`src/rtl/mctrl_axi_gate.sv`:
```
// AXI gate between the SoC memory master and the DDR controller slave.
// Holds the SoC in reset until calibration has been stable, tracks
// outstanding transactions, and drains them when calibration is lost.

package mctrl_axi_pkg;

    typedef struct packed {
        logic [3:0]  id;
        logic [31:0] addr;
        logic [7:0]  len;
        logic [2:0]  size;
        logic [1:0]  burst;
    } ax_chan_t;

    typedef struct packed {
        logic [31:0] data;
        logic [3:0]  strb;
        logic        last;
    } w_chan_t;

    typedef struct packed {
        logic [3:0] id;
        logic [1:0] resp;
    } b_chan_t;

    typedef struct packed {
        logic [3:0]  id;
        logic [31:0] data;
        logic [1:0]  resp;
        logic        last;
    } r_chan_t;

    typedef struct packed {
        ax_chan_t aw;
        logic     aw_valid;
        w_chan_t  w;
        logic     w_valid;
        logic     b_ready;
        ax_chan_t ar;
        logic     ar_valid;
        logic     r_ready;
    } axi_req_t;

    typedef struct packed {
        logic    aw_ready;
        logic    ar_ready;
        logic    w_ready;
        logic    b_valid;
        b_chan_t b;
        logic    r_valid;
        r_chan_t r;
    } axi_rsp_t;

endpackage

module mctrl_axi_gate #(
    parameter int unsigned StartupCycles  = 16,
    parameter int unsigned MaxOutstanding = 8,
    parameter int unsigned DrainTimeout   = 1024,
    parameter type axi_req_t = mctrl_axi_pkg::axi_req_t,
    parameter type axi_rsp_t = mctrl_axi_pkg::axi_rsp_t,
    localparam int unsigned CntW = $clog2(MaxOutstanding + 1)
) (
    input  logic            clk_i,
    input  logic            rst_i,
    input  logic            calib_i,
    output logic            soc_rst_no,
    input  axi_req_t        slv_req_i,
    output axi_rsp_t        slv_rsp_o,
    output axi_req_t        mst_req_o,
    input  axi_rsp_t        mst_rsp_i,
    output logic [1:0]      state_o,
    output logic [CntW-1:0] wr_outstanding_o,
    output logic [CntW-1:0] rd_outstanding_o,
    output logic            drain_timeout_o
);

    localparam int unsigned SuW = (StartupCycles > 1) ? $clog2(StartupCycles) : 1;
    localparam int unsigned DrW = (DrainTimeout > 1) ? $clog2(DrainTimeout) : 1;

    typedef enum logic [1:0] {
        WAIT_CALIB = 2'd0,
        STARTUP    = 2'd1,
        RUN        = 2'd2,
        DRAIN      = 2'd3
    } state_e;

    state_e          r_state;
    state_e          w_state_next;
    logic            w_timeout;
    logic            r_soc_rst_n;
    logic            r_timeout;
    logic [SuW-1:0]  r_startup_cnt;
    logic [DrW-1:0]  r_drain_cnt;
    logic [CntW-1:0] r_wr_cnt;
    logic [CntW-1:0] r_rd_cnt;
    logic [CntW-1:0] w_wr_next;
    logic [CntW-1:0] w_rd_next;
    logic            w_aw_ok;
    logic            w_ar_ok;
    logic            w_data_ok;
    logic            w_aw_hs;
    logic            w_b_hs;
    logic            w_ar_hs;
    logic            w_r_last_hs;

    // Channel enables: AW/AR only in RUN below the limit, W/B/R in RUN and DRAIN
    always_comb begin
        w_aw_ok   = (r_state == RUN) && (r_wr_cnt != CntW'(MaxOutstanding));
        w_ar_ok   = (r_state == RUN) && (r_rd_cnt != CntW'(MaxOutstanding));
        w_data_ok = (r_state == RUN) || (r_state == DRAIN);
    end

    // Pass payloads through and gate every valid/ready with the channel enables
    always_comb begin
        mst_req_o          = slv_req_i;
        mst_req_o.aw_valid = slv_req_i.aw_valid & w_aw_ok;
        mst_req_o.ar_valid = slv_req_i.ar_valid & w_ar_ok;
        mst_req_o.w_valid  = slv_req_i.w_valid  & w_data_ok;
        mst_req_o.b_ready  = slv_req_i.b_ready  & w_data_ok;
        mst_req_o.r_ready  = slv_req_i.r_ready  & w_data_ok;
        slv_rsp_o          = mst_rsp_i;
        slv_rsp_o.aw_ready = mst_rsp_i.aw_ready & w_aw_ok;
        slv_rsp_o.ar_ready = mst_rsp_i.ar_ready & w_ar_ok;
        slv_rsp_o.w_ready  = mst_rsp_i.w_ready  & w_data_ok;
        slv_rsp_o.b_valid  = mst_rsp_i.b_valid  & w_data_ok;
        slv_rsp_o.r_valid  = mst_rsp_i.r_valid  & w_data_ok;
    end

    // Handshakes and next outstanding counts; a decrement at zero holds zero
    always_comb begin
        w_aw_hs     = mst_req_o.aw_valid & mst_rsp_i.aw_ready;
        w_ar_hs     = mst_req_o.ar_valid & mst_rsp_i.ar_ready;
        w_b_hs      = slv_rsp_o.b_valid & slv_req_i.b_ready;
        w_r_last_hs = slv_rsp_o.r_valid & slv_req_i.r_ready & mst_rsp_i.r.last;
        w_wr_next   = r_wr_cnt;
        w_rd_next   = r_rd_cnt;
        if (w_aw_hs && !w_b_hs) begin
            w_wr_next = r_wr_cnt + CntW'(1);
        end else if (!w_aw_hs && w_b_hs && (r_wr_cnt != '0)) begin
            w_wr_next = r_wr_cnt - CntW'(1);
        end
        if (w_ar_hs && !w_r_last_hs) begin
            w_rd_next = r_rd_cnt + CntW'(1);
        end else if (!w_ar_hs && w_r_last_hs && (r_rd_cnt != '0)) begin
            w_rd_next = r_rd_cnt - CntW'(1);
        end
    end

    // Next-state logic
    always_comb begin
        w_state_next = r_state;
        w_timeout    = 1'b0;
        case (r_state)
            WAIT_CALIB: if (calib_i) w_state_next = STARTUP;
            STARTUP: begin
                if (!calib_i) begin
                    w_state_next = WAIT_CALIB;
                end else if (r_startup_cnt == '0) begin
                    w_state_next = RUN;
                end
            end
            RUN: if (!calib_i) w_state_next = DRAIN;
            DRAIN: begin
                if ((r_wr_cnt == '0) && (r_rd_cnt == '0)) begin
                    w_state_next = WAIT_CALIB;
                end else if (r_drain_cnt == '0) begin
                    w_state_next = WAIT_CALIB;
                    w_timeout    = 1'b1;
                end
            end
            default: w_state_next = WAIT_CALIB;
        endcase
    end

    // State register, registered SoC reset and sticky timeout flag
    always_ff @(posedge clk_i) begin
        if (rst_i) begin
            r_state     <= WAIT_CALIB;
            r_soc_rst_n <= 1'b0;
            r_timeout   <= 1'b0;
        end else begin
            r_state     <= w_state_next;
            r_soc_rst_n <= (w_state_next == RUN) || (w_state_next == DRAIN);
            if (w_timeout) r_timeout <= 1'b1;
        end
    end

    // Startup and drain down-counters
    always_ff @(posedge clk_i) begin
        if (rst_i) begin
            r_startup_cnt <= '0;
            r_drain_cnt   <= '0;
        end else begin
            if ((r_state == WAIT_CALIB) && calib_i) begin
                r_startup_cnt <= SuW'(StartupCycles - 1);
            end else if ((r_state == STARTUP) && calib_i && (r_startup_cnt != '0)) begin
                r_startup_cnt <= r_startup_cnt - SuW'(1);
            end
            if ((r_state == RUN) && !calib_i) begin
                r_drain_cnt <= DrW'(DrainTimeout - 1);
            end else if ((r_state == DRAIN) && (r_drain_cnt != '0)) begin
                r_drain_cnt <= r_drain_cnt - SuW'(0) - DrW'(1);
            end
        end
    end

    // Outstanding counters; cleared whenever DRAIN hands back to WAIT_CALIB
    always_ff @(posedge clk_i) begin
        if (rst_i) begin
            r_wr_cnt <= '0;
            r_rd_cnt <= '0;
        end else if ((r_state == DRAIN) && (w_state_next == WAIT_CALIB)) begin
            r_wr_cnt <= '0;
            r_rd_cnt <= '0;
        end else begin
            r_wr_cnt <= w_wr_next;
            r_rd_cnt <= w_rd_next;
        end
    end

    assign soc_rst_no       = r_soc_rst_n;
    assign state_o          = r_state;
    assign wr_outstanding_o = r_wr_cnt;
    assign rd_outstanding_o = r_rd_cnt;
    assign drain_timeout_o  = r_timeout;

endmodule
```
`config.mk`:
```
export PLATFORM = sky130hd
export DESIGN_NAME = mctrl_axi_gate
export DESIGN_NICKNAME = d
export VERILOG_FILES = /design/src/rtl/mctrl_axi_gate.sv
export SDC_FILE = /design/constraint.sdc
export NUM_CORES = 1
export LEC_CHECK = 0
export BUFFER_PORTS_ARGS = -buffer_cell sky130_fd_sc_hd__buf_2
export CAP_MARGIN = 10
export CORE_AREA = 5 5 151 153
export CTS_CLUSTER_SIZE = 12
export DETAILED_ROUTE_END_ITERATION = 10
export DIE_AREA = 0 0 156 158
export SLEW_MARGIN = 20
export SYNTH_ARGS = -nofsm -noshare
export SYNTH_HDL_FRONTEND = slang
export SYNTH_SLANG_ARGS = --single-unit
```
`constraint.sdc`:
```
create_clock -name clk_i -period 2.9 [get_ports clk_i]
set_input_delay 0.435 -clock clk_i [delete_from_list [all_inputs] [get_ports clk_i]]
set_output_delay 0.435 -clock clk_i [all_outputs]
set_load 0.005 [all_outputs]
```
Yosys cells after proc, flatten, opt, wreduce, memory -nomap -nowiden
Index checks and enable logic that the tools add are counted.

Logic and storage cells: 90. Memories kept: 0. Bits in read-only memories: 0. Flip-flop bits (word level): 26. Output and inout port bits: 202. Memory bits (writable): 0. Bits in latches: 0. Input port bits: 193.

Shifts and indexed selects: 0. Equal/unequal tests: 7. Reductions and logical operators: 37. Muxes and demuxes: 18. Div/mod/pow operators: 0. $lt $le $gt $ge: 0. $add $sub $neg: 6. $mul: 0. Bitwise operators: 15.

Operators with widths (number): two-way mux 4 bit (6); two-way mux 10 bit (2); bitwise AND 1 bit (15); logical AND 1 bit (15); logical NOT 4 bit (3); two-way mux 2 bit (6); nonzero test 4 bit (3); subtractor 4 x 1 -> 4 bit, second input constant (3); logical NOT 10 bit (1); nonzero test 10 bit (1); subtractor 10 x 1 -> 10 bit, second input constant (1); adder 4 x 1 -> 4 bit, second input constant (2); == test 2 bit, second input constant (4); != test 4 bit, second input constant (2); case mux 2 bit (4 select lines) (1); nonzero test 2 bit (4); logical NOT 1 bit (5); logical NOT 2 bit (2); two-way mux 1 bit (3); == test 2 x 1 -> 1 bit, second input constant (1); logical OR 1 bit (2); OR reduction 2 bit (1).

Longest topological paths before layout
Gate-level depths: netlist of the first run.

Depth after elaboration: 9. Gate-level depth with buffers: 9. Depth with buffers taken out: 9.

Least setup slack after synthesis of the first run
Ideal clock, no wire load.

Path type: register -> register. Start: register r_state[1] (netlist: state_o[1]). End: register r_wr_cnt[3] (netlist: wr_outstanding_o[3]). Cell stages (with the launch flop): 10. Arrival time: 2.384 ns. Path slack: 0.446 ns. Buffers on the path: 0. Required time: 2.830 ns. Library setup time: 0.070 ns. Clock period less this slack: 2.454 ns. Path through: dfxtp_1 > nand2b_1 > a211oi_1 > nand2_1 > ha_1 > a21oi_1 > nand2_1 > or4_1 > a21o_1 > a21oi_1.

Longest elaborated chain between the ends: 8. Elaborated cells between the ends (all ways): 27. Those cells by class: 3 x eq/ne; 8 x mux; 4 x bitwise; 12 x reduce/logical.

RTL lines: start: declaration (line 88) `state_e r_state;`; start signal: assignment (line 183) `r_state <= w_state_next;`; == test 2 bit (line 109, 111, 154); logical AND 1 bit (line 109) `w_aw_ok = (r_state == RUN) && (r_wr_cnt != CntW'(MaxOutstanding));`; bitwise AND 1 bit (line 117) `mst_req_o.aw_valid = slv_req_i.aw_valid & w_aw_ok;`; bitwise AND 1 bit (line 132) `w_aw_hs = mst_req_o.aw_valid & mst_rsp_i.aw_ready;`; logical NOT 1 bit (line 140) `end else if (!w_aw_hs && w_b_hs && (r_wr_cnt != '0)) begin`; logical AND 1 bit (2 in a row) (line 140); nonzero test 2 bit (no line); end signal: assignment (line 217) `r_wr_cnt <= w_wr_next;`; end: declaration (line 95) `logic [CntW-1:0] r_wr_cnt;`.

Several ways; a longest one is shown, not always the timed one. A chain may end at the register's enable or synchronous reset.

Worst setup path in the final report of the first run
Start: register r_wr_cnt[0] (netlist: wr_outstanding_o[0]). End: register r_wr_cnt[3] (netlist: wr_outstanding_o[3]).

Longest elaborated chain between the ends: 8. Elaborated cells between the ends (all ways): 21. Those cells by class: 2 x add/sub; 1 x eq/ne; 4 x mux; 2 x bitwise; 12 x reduce/logical.

RTL lines: parallel branches: the longest is 8 deep, another holds logical NOT 4 bit.

Several ways; the timed one is not identified. The select of a mux whose other input is x is not followed.

==> flow_summary.yaml, run 1 <==
outcome:
  outcome: "finished clean"
pwr:
  irDropWorstVdd_mv: 0.1710
  total_power_uw: 899.4
  power_density_nw_per_um2: 434.1
  p_leak_uw: 0.0007654
worst_setup_path:
  cp.required_ns: 3.10
  worst-endpoint-arrival_ns: 2.69
  reg2regPathDepth: 9
  ff2ff_setup_slack_ns: 0.41
  cp_max_fo: 6
  crit_type: "register to register"
  critPathLaunchType: "register"
  cp-end-kind: "register"
floorplanning:
  die-area_sq_um: 24650
  start_util_pct: 13.13
  die-height_um: 158
  die_w_um: 156
  pin_count: 395
  core.rowCount: 54
  core-area_sq_um: 21420
layout:
  syn_to_final_growth_pct: -26.33
  final_nets: 415
  fin_util_pct: 9.674
  drive_gt1_share_pct: 23.11
  n_antenna_cell: 0
  fin_cells: 492
sta:
  finClkSkew_ns: 0.006525
  fin_crit_ns: 2.490
  hold_violations: 0
  final_max_slew_viol_count: 0
  timing.fmax_mhz: 401.6
  fin_ws_ns: 0.4097
  finalCritPeriodShare_pct: 85.87
  tns_ns: 0
  setup_viol: 0
  worst_slew_pin_slew_ns: 0.5931
  max_slew_margin_pct: 60.10
  rsz0062_at_grt: "false"
clock_tree:
  insertion_delay_ns: 0.26
  cts.path.max_buffers: 2
  cts-root-buf: "clkbuf_16"
  cts-htree-levels: 1
  cts_tree: "yes"
  clock-sinks: 25
  clk_transition_reported_paths_ns: 0.07
  cts_buffers: 3
  cts_setup_buffers: 0
place:
  place_ws_ns: 0.2691
  place_inst: 488
  io_buffers: 36
  gp_congestion: 0.6901
  hpwl_um: 6105
logic_synthesis:
  yosysWarnings: 0
  synth_area_leaders: "buf_4, dfxtp_1, ha_1"
  synth_seq_cells: 25
  synth-compound-area-share_pct: 7.785
  synth_top_family_by_area: "buffers and inverters"
  synth.top_cell.area_share_pct: 48.58
  synthArstFlopShare_pct: 0
  synth_flop_cell: "dfxtp_1"
  synth-xor-area-share_pct: 3.425
  yosysTopAreaCell: "buf_4"
  syn-num-nets: 556
  synth-simple-area-share_pct: 14.41
  syn_area_sq_um: 2813
  synth.avg_cell_area_sq_um: 7.945
  synth_cell_type_count: 38
  synth_edf_count: 0
  synth_cells: 354
  muxShareOfSynthArea_pct: 2.135
  seq_area_frac_synth_pct: 17.79
  synth_fa_ha_area_share_pct: 4.537
grt:
  antenna_found_initial: 0
  grt_pass1_wl_um: 10230
  grt_max_degree: 19
  grt.overflow.total: 0
  grt_pass1_vias: 1537
  grt.total_usage_pct: 5.812
routing:
  remaining_drc_errors: 0
  drt_iter0_drc: 81
  ant_nets: 0
  num_vias: 1630
  drt-pass1-iter-count: 4
  routedWlPerCell_um: 15.29
  via_per_inst: 3.313
  wirelength_um: 7525
worst_hold_path:
  holdCritPathClass: "register to register"
  worstHoldPathCells: 2
flow_run:
  maxCapViolCount: 0
==> routing by layer <==
metal / vias up / track usage (%) / wire, um
met1: 658 / 4.849 / 2063
met2: 157 / 6.795 / 2775
met3: 106 / 5.522 / 1661
li1: 709 / - / -
met5: - / 0 / 0
met4: 0 / 7.920 / 1025
==> cell usage after synthesis, types with 2 or more instances <==
cell type / n
buf_4: 182
dfxtp_1: 25
nand2_1: 20
nor2_1: 15
a21oi_1: 14
and2_1: 10
nand3_1: 10
ha_1: 7
xor2_1: 7
mux2i_1: 6
nor4_1: 5
a211oi_1: 4
a31oi_1: 4
inv_1: 4
nor3_1: 4
xnor2_1: 4
clkbuf_1: 3
or4_1: 3
a21o_1: 2
fa_1: 2
nand2b_1: 2
nand3b_1: 2
nor3b_1: 2
o21ai_0: 2
o41ai_1: 2
==> placed cells by master (no fill, tap or decap), drive strengths merged, types with 2 or more instances in the layout <==
master | Yosys | final
a21o | 2 | 2
nor2 | 16 | 16
buf | 183 | 40
nor3 | 4 | 4
nor3b | 2 | 2
xnor2 | 4 | 4
and2 | 10 | 10
nand2b | 2 | 2
ha | 7 | 7
mux2i | 6 | 6
nand3b | 2 | 2
dfxtp | 25 | 25
clkbuf | 3 | 3
xor2 | 7 | 7
o41ai | 2 | 2
or4 | 4 | 4
fa | 2 | 2
nand3 | 10 | 10
inv | 4 | 4
a31oi | 4 | 4
o21ai | 2 | 2
nor4 | 5 | 5
a21oi | 14 | 14
nand2 | 20 | 20
a211oi | 4 | 4
==> worst max-delay path, cell delays in order (launching register included) <==
cell	delay (ns)
dfxtp_1	0.47
nor3_1	0.13
a211oi_2	0.35
nand2_1	0.17
ha_1	0.34
a21oi_1	0.15
nand2_1	0.08
or4_1	0.42
a21o_1	0.17
a21oi_1	0.13
==> worst paths after layout <==
path                                            to                        startpoint
setup reg to reg  wr_outstanding_o[3]$_SDFFE_PP0P_  wr_outstanding_o[0]$_SDFFE_PP0P_
hold reg to reg       drain_timeout_o$_SDFFE_PP0P_      drain_timeout_o$_SDFFE_PP0P_
hold / removal        drain_timeout_o$_SDFFE_PP0P_      drain_timeout_o$_SDFFE_PP0P_
setup / recovery  wr_outstanding_o[3]$_SDFFE_PP0P_  wr_outstanding_o[0]$_SDFFE_PP0P_
==> sequential cells by signal, indices dropped and copies added (netlist names) <==
register,cells
wr_outstanding_o,4
r_drain_cnt,10
rd_outstanding_o,4
r_startup_cnt,4
drain_timeout_o,1
state_o,2
==> metrics by stage <==
stage	hold slack (ns)	instance area, sq um
floorplan	0.4596	2813
global placement	0.4570	1984
detailed placement	0.4819	1984
CTS	0.4981	2067
global route	0.5187	2072
finish	0.4914	2072
==> power by group <==
part           internal (uW)  switching, uW
logic                   82.6            109
clock network            187            130
registers                366           24.2
==> cell families (layout without fill, tap and decap cells) <==
kind of cell    Yosys count  after routing
buf+inv                 190             48
xor+xnor                 11             11
compound gates           34             34
mux                       6              6
simple gates             79             79
fa+ha+maj                 9              9
flops                    25             25
==> cell type report <==
type / count / area, sq um
Fill cell: 2456 / 19350
Multi-Input combinational cell: 139 / 913.4
Sequential cell: 25 / 500.5
Tap cell: 280 / 350.3
Timing Repair Buffer: 40 / 210.2
Clock buffer: 3 / 75.07
Inverter: 4 / 15.01
Clock inverter: 1 / 7.507
==> timing repair <==
item | in CTS | in global routing
endpoints found under the setup margin | 0 | 1
resized for setup | 0 | 1
hold buffers | 0 | 0
Note: power is estimated with default switching activity, not from simulation.
==> run 2, diff against run 1 <==
- BUFFER_PORTS_ARGS: -buffer_cell sky130_fd_sc_hd__buf_2 -> -buffer_cell sky130_fd_sc_hd__buf_4
==> run 2 against run 1 <==
  * Combinational power increased by 6%
  * Setup slack got worse by 0.020 ns
  * Highest routed layer unchanged
  * Total power increased by 1.4%
  * Sequential share of layout area decreased by 0.98 points
  * Worst hold slack got worse by 0.0071 ns
  * Non-clock buffer count unchanged
  * Critical path depth unchanged
  * Via count decreased by 0.55%
==> flow_summary.yaml, run 2 (synthesized netlist as in run 1, its figures left out) <==
routing:
  routed.top_layer: "met4"
  m1WireLength_um: 1989
  wirelength_um: 7648
  routedWlPerCell_um: 15.54
  via_per_inst: 3.295
  ant_nets: 0
  num_vias: 1621
  drt_iter0_drc: 49
  remaining_drc_errors: 0
  met3_length_um: 1674
  met2_length_um: 2922
  drt-pass1-iter-count: 4
clock_tree:
  cts.path.max_buffers: 2
  cts_tree: "yes"
  insertion_delay_ns: 0.27
  clk_transition_reported_paths_ns: 0.07
  clock-sinks: 25
  holdBufCountCts: 0
  cts-resized-gates: 0
  cts_buffers: 3
  cts-htree-levels: 1
  cts_setup_buffers: 0
  cts-root-buf: "clkbuf_16"
grt:
  grt_pass1_vias: 1633
  grt.total_usage_pct: 5.966
  grt.overflow.total: 0
  antenna_found_initial: 0
  grt_max_degree: 19
  grt_pass1_wl_um: 10410
sta:
  setup_viol: 0
  worst_slew_pin_slew_ns: 0.5944
  timing.fmax_mhz: 398.4
  finalCritPeriodShare_pct: 86.56
  fin_ws_ns: 0.3898
  final_max_slew_viol_count: 0
  tns_ns: 0
  hold_slack_ns: 0.4844
  max_slew_margin_pct: 60.00
  fin_crit_ns: 2.510
  hold_violations: 0
  rsz0062_at_grt: "false"
  finClkSkew_ns: 0.002418
layout:
  multi_input_area_sq_um: 913.4
  drive_gt1_share_pct: 23.11
  largest_register_ffs: 10
  final_cell_mix: "buf_4, dfxtp_1, nand2_1"
  fin_util_pct: 10.08
  final_common_cell: "buf_4"
  n_antenna_cell: 0
  regArea_sq_um: 500.5
  regMostFlops: "r_drain_cnt"
  fill_cells: 2463
  syn_to_final_growth_pct: -23.22
  final_nets: 415
  fin_cells: 492
floorplanning:
  pin_count: 395
  die-area_sq_um: 24650
  core-area_sq_um: 21420
  die-height_um: 158
  start_util_pct: 13.13
  core.rowCount: 54
  die_w_um: 156
worst_setup_path:
  cp-end-kind: "register"
  crit_type: "register to register"
  critPathLaunchType: "register"
  r2r_end: "wr_outstanding_o[3]$_SDFFE_PP0P_"
  reg2regPathDepth: 9
  r2r_start: "wr_outstanding_o[0]$_SDFFE_PP0P_"
  cp.required_ns: 3.10
  ff2ff_setup_slack_ns: 0.39
  cp_max_fo: 6
  worst-endpoint-arrival_ns: 2.71
pwr:
  pwr-share-seq_pct: 42.9
  p_clk_share_pct: 34.7
  power_density_nw_per_um2: 422.3
  switching_share_pct: 29.00
  p_leak_uw: 0.0007807
  combPwrFrac_pct: 22.4
  irDropWorstVdd_mv: 0.1429
  switching_power_uw: 264.4
  p_int_uw: 647.6
place:
  gp_congestion: 0.6779
  hpwl_um: 6195
  place_inst: 488
  place_ws_ns: 0.2895
  io_buffers: 36
worst_hold_path:
  min_to: "r_startup_cnt[3]$_SDFFE_PP0P_"
  holdCritPathClass: "input port to register"
  worstHoldPathCells: 2
  min-delay-start: "rst_i"
outcome:
  outcome: "finished clean"
flow_run:
  maxCapViolCount: 0
-- run 2: changes by cell type in the layout (fill, tap and decap cells not counted), sizes merged --
cell,delta
clkinv,+1
clkinvlp,-1
-- run 2: worst max-delay path, cell delays in order (launching register included) --
cell	delay [ns]
dfxtp_1	0.48
nor3_1	0.14
a211oi_2	0.35
nand2_1	0.17
ha_1	0.35
a21oi_1	0.16
nand2_1	0.08
or4_1	0.42
a21o_1	0.18
a21oi_1	0.12
-- run 2: cell type report --
cell class | count | share of cell area, %
sequential | 25 | 23.17
timing repair buffer | 40 | 13.90
clock inverter | 1 | 0.2317
clock buffer | 3 | 3.476
inverter | 4 | 0.6952
tap | 280 | 16.22
multi-input combinational | 139 | 42.29
-- run 2: worst max-delay path by stage --
stage | slack, ns | from | end
floorplan | 0.45 | state_o[1]$_SDFF_PP0_ | wr_outstanding_o[3]$_SDFFE_PP0P_
global placement | 0.36 | wr_outstanding_o[0]$_SDFFE_PP0P_ | wr_outstanding_o[3]$_SDFFE_PP0P_
detailed placement | 0.29 | wr_outstanding_o[0]$_SDFFE_PP0P_ | wr_outstanding_o[3]$_SDFFE_PP0P_
CTS | 0.26 | wr_outstanding_o[0]$_SDFFE_PP0P_ | wr_outstanding_o[3]$_SDFFE_PP0P_
global route | 0.17 | wr_outstanding_o[0]$_SDFFE_PP0P_ | wr_outstanding_o[3]$_SDFFE_PP0P_
finish | 0.39 | wr_outstanding_o[0]$_SDFFE_PP0P_ | wr_outstanding_o[3]$_SDFFE_PP0P_
-- run 2: metrics by stage --
step	total power (uW)	instance area [sq um]
final	912.0	2160
after global routing	964.8	2160
after CTS	924.3	2155
after detailed placement	604.3	2074
after global placement	601.6	2074
after floorplan	726.4	2813
-- run 2: power by group through the flow --
stage / sequential (uW) / combinational, uW / clock [uW]
6_report: 391 / 204 / 317
5_1_grt: 394 / 232 / 339
3_3_place_gp: 397 / 204 / 0
2_1_floorplan: 396 / 330 / 0
4_1_cts: 391 / 208 / 326
3_5_place_dp: 398 / 206 / 0
-- run 2: layer usage --
| metal | global-route usage [%] | up-vias |
|---|---|---|
| met4 | 8.545 | 0 |
| li1 | - | 704 |
| met3 | 5.604 | 107 |
| met5 | 0 | - |
| met1 | 4.274 | 658 |
| met2 | 7.699 | 152 |
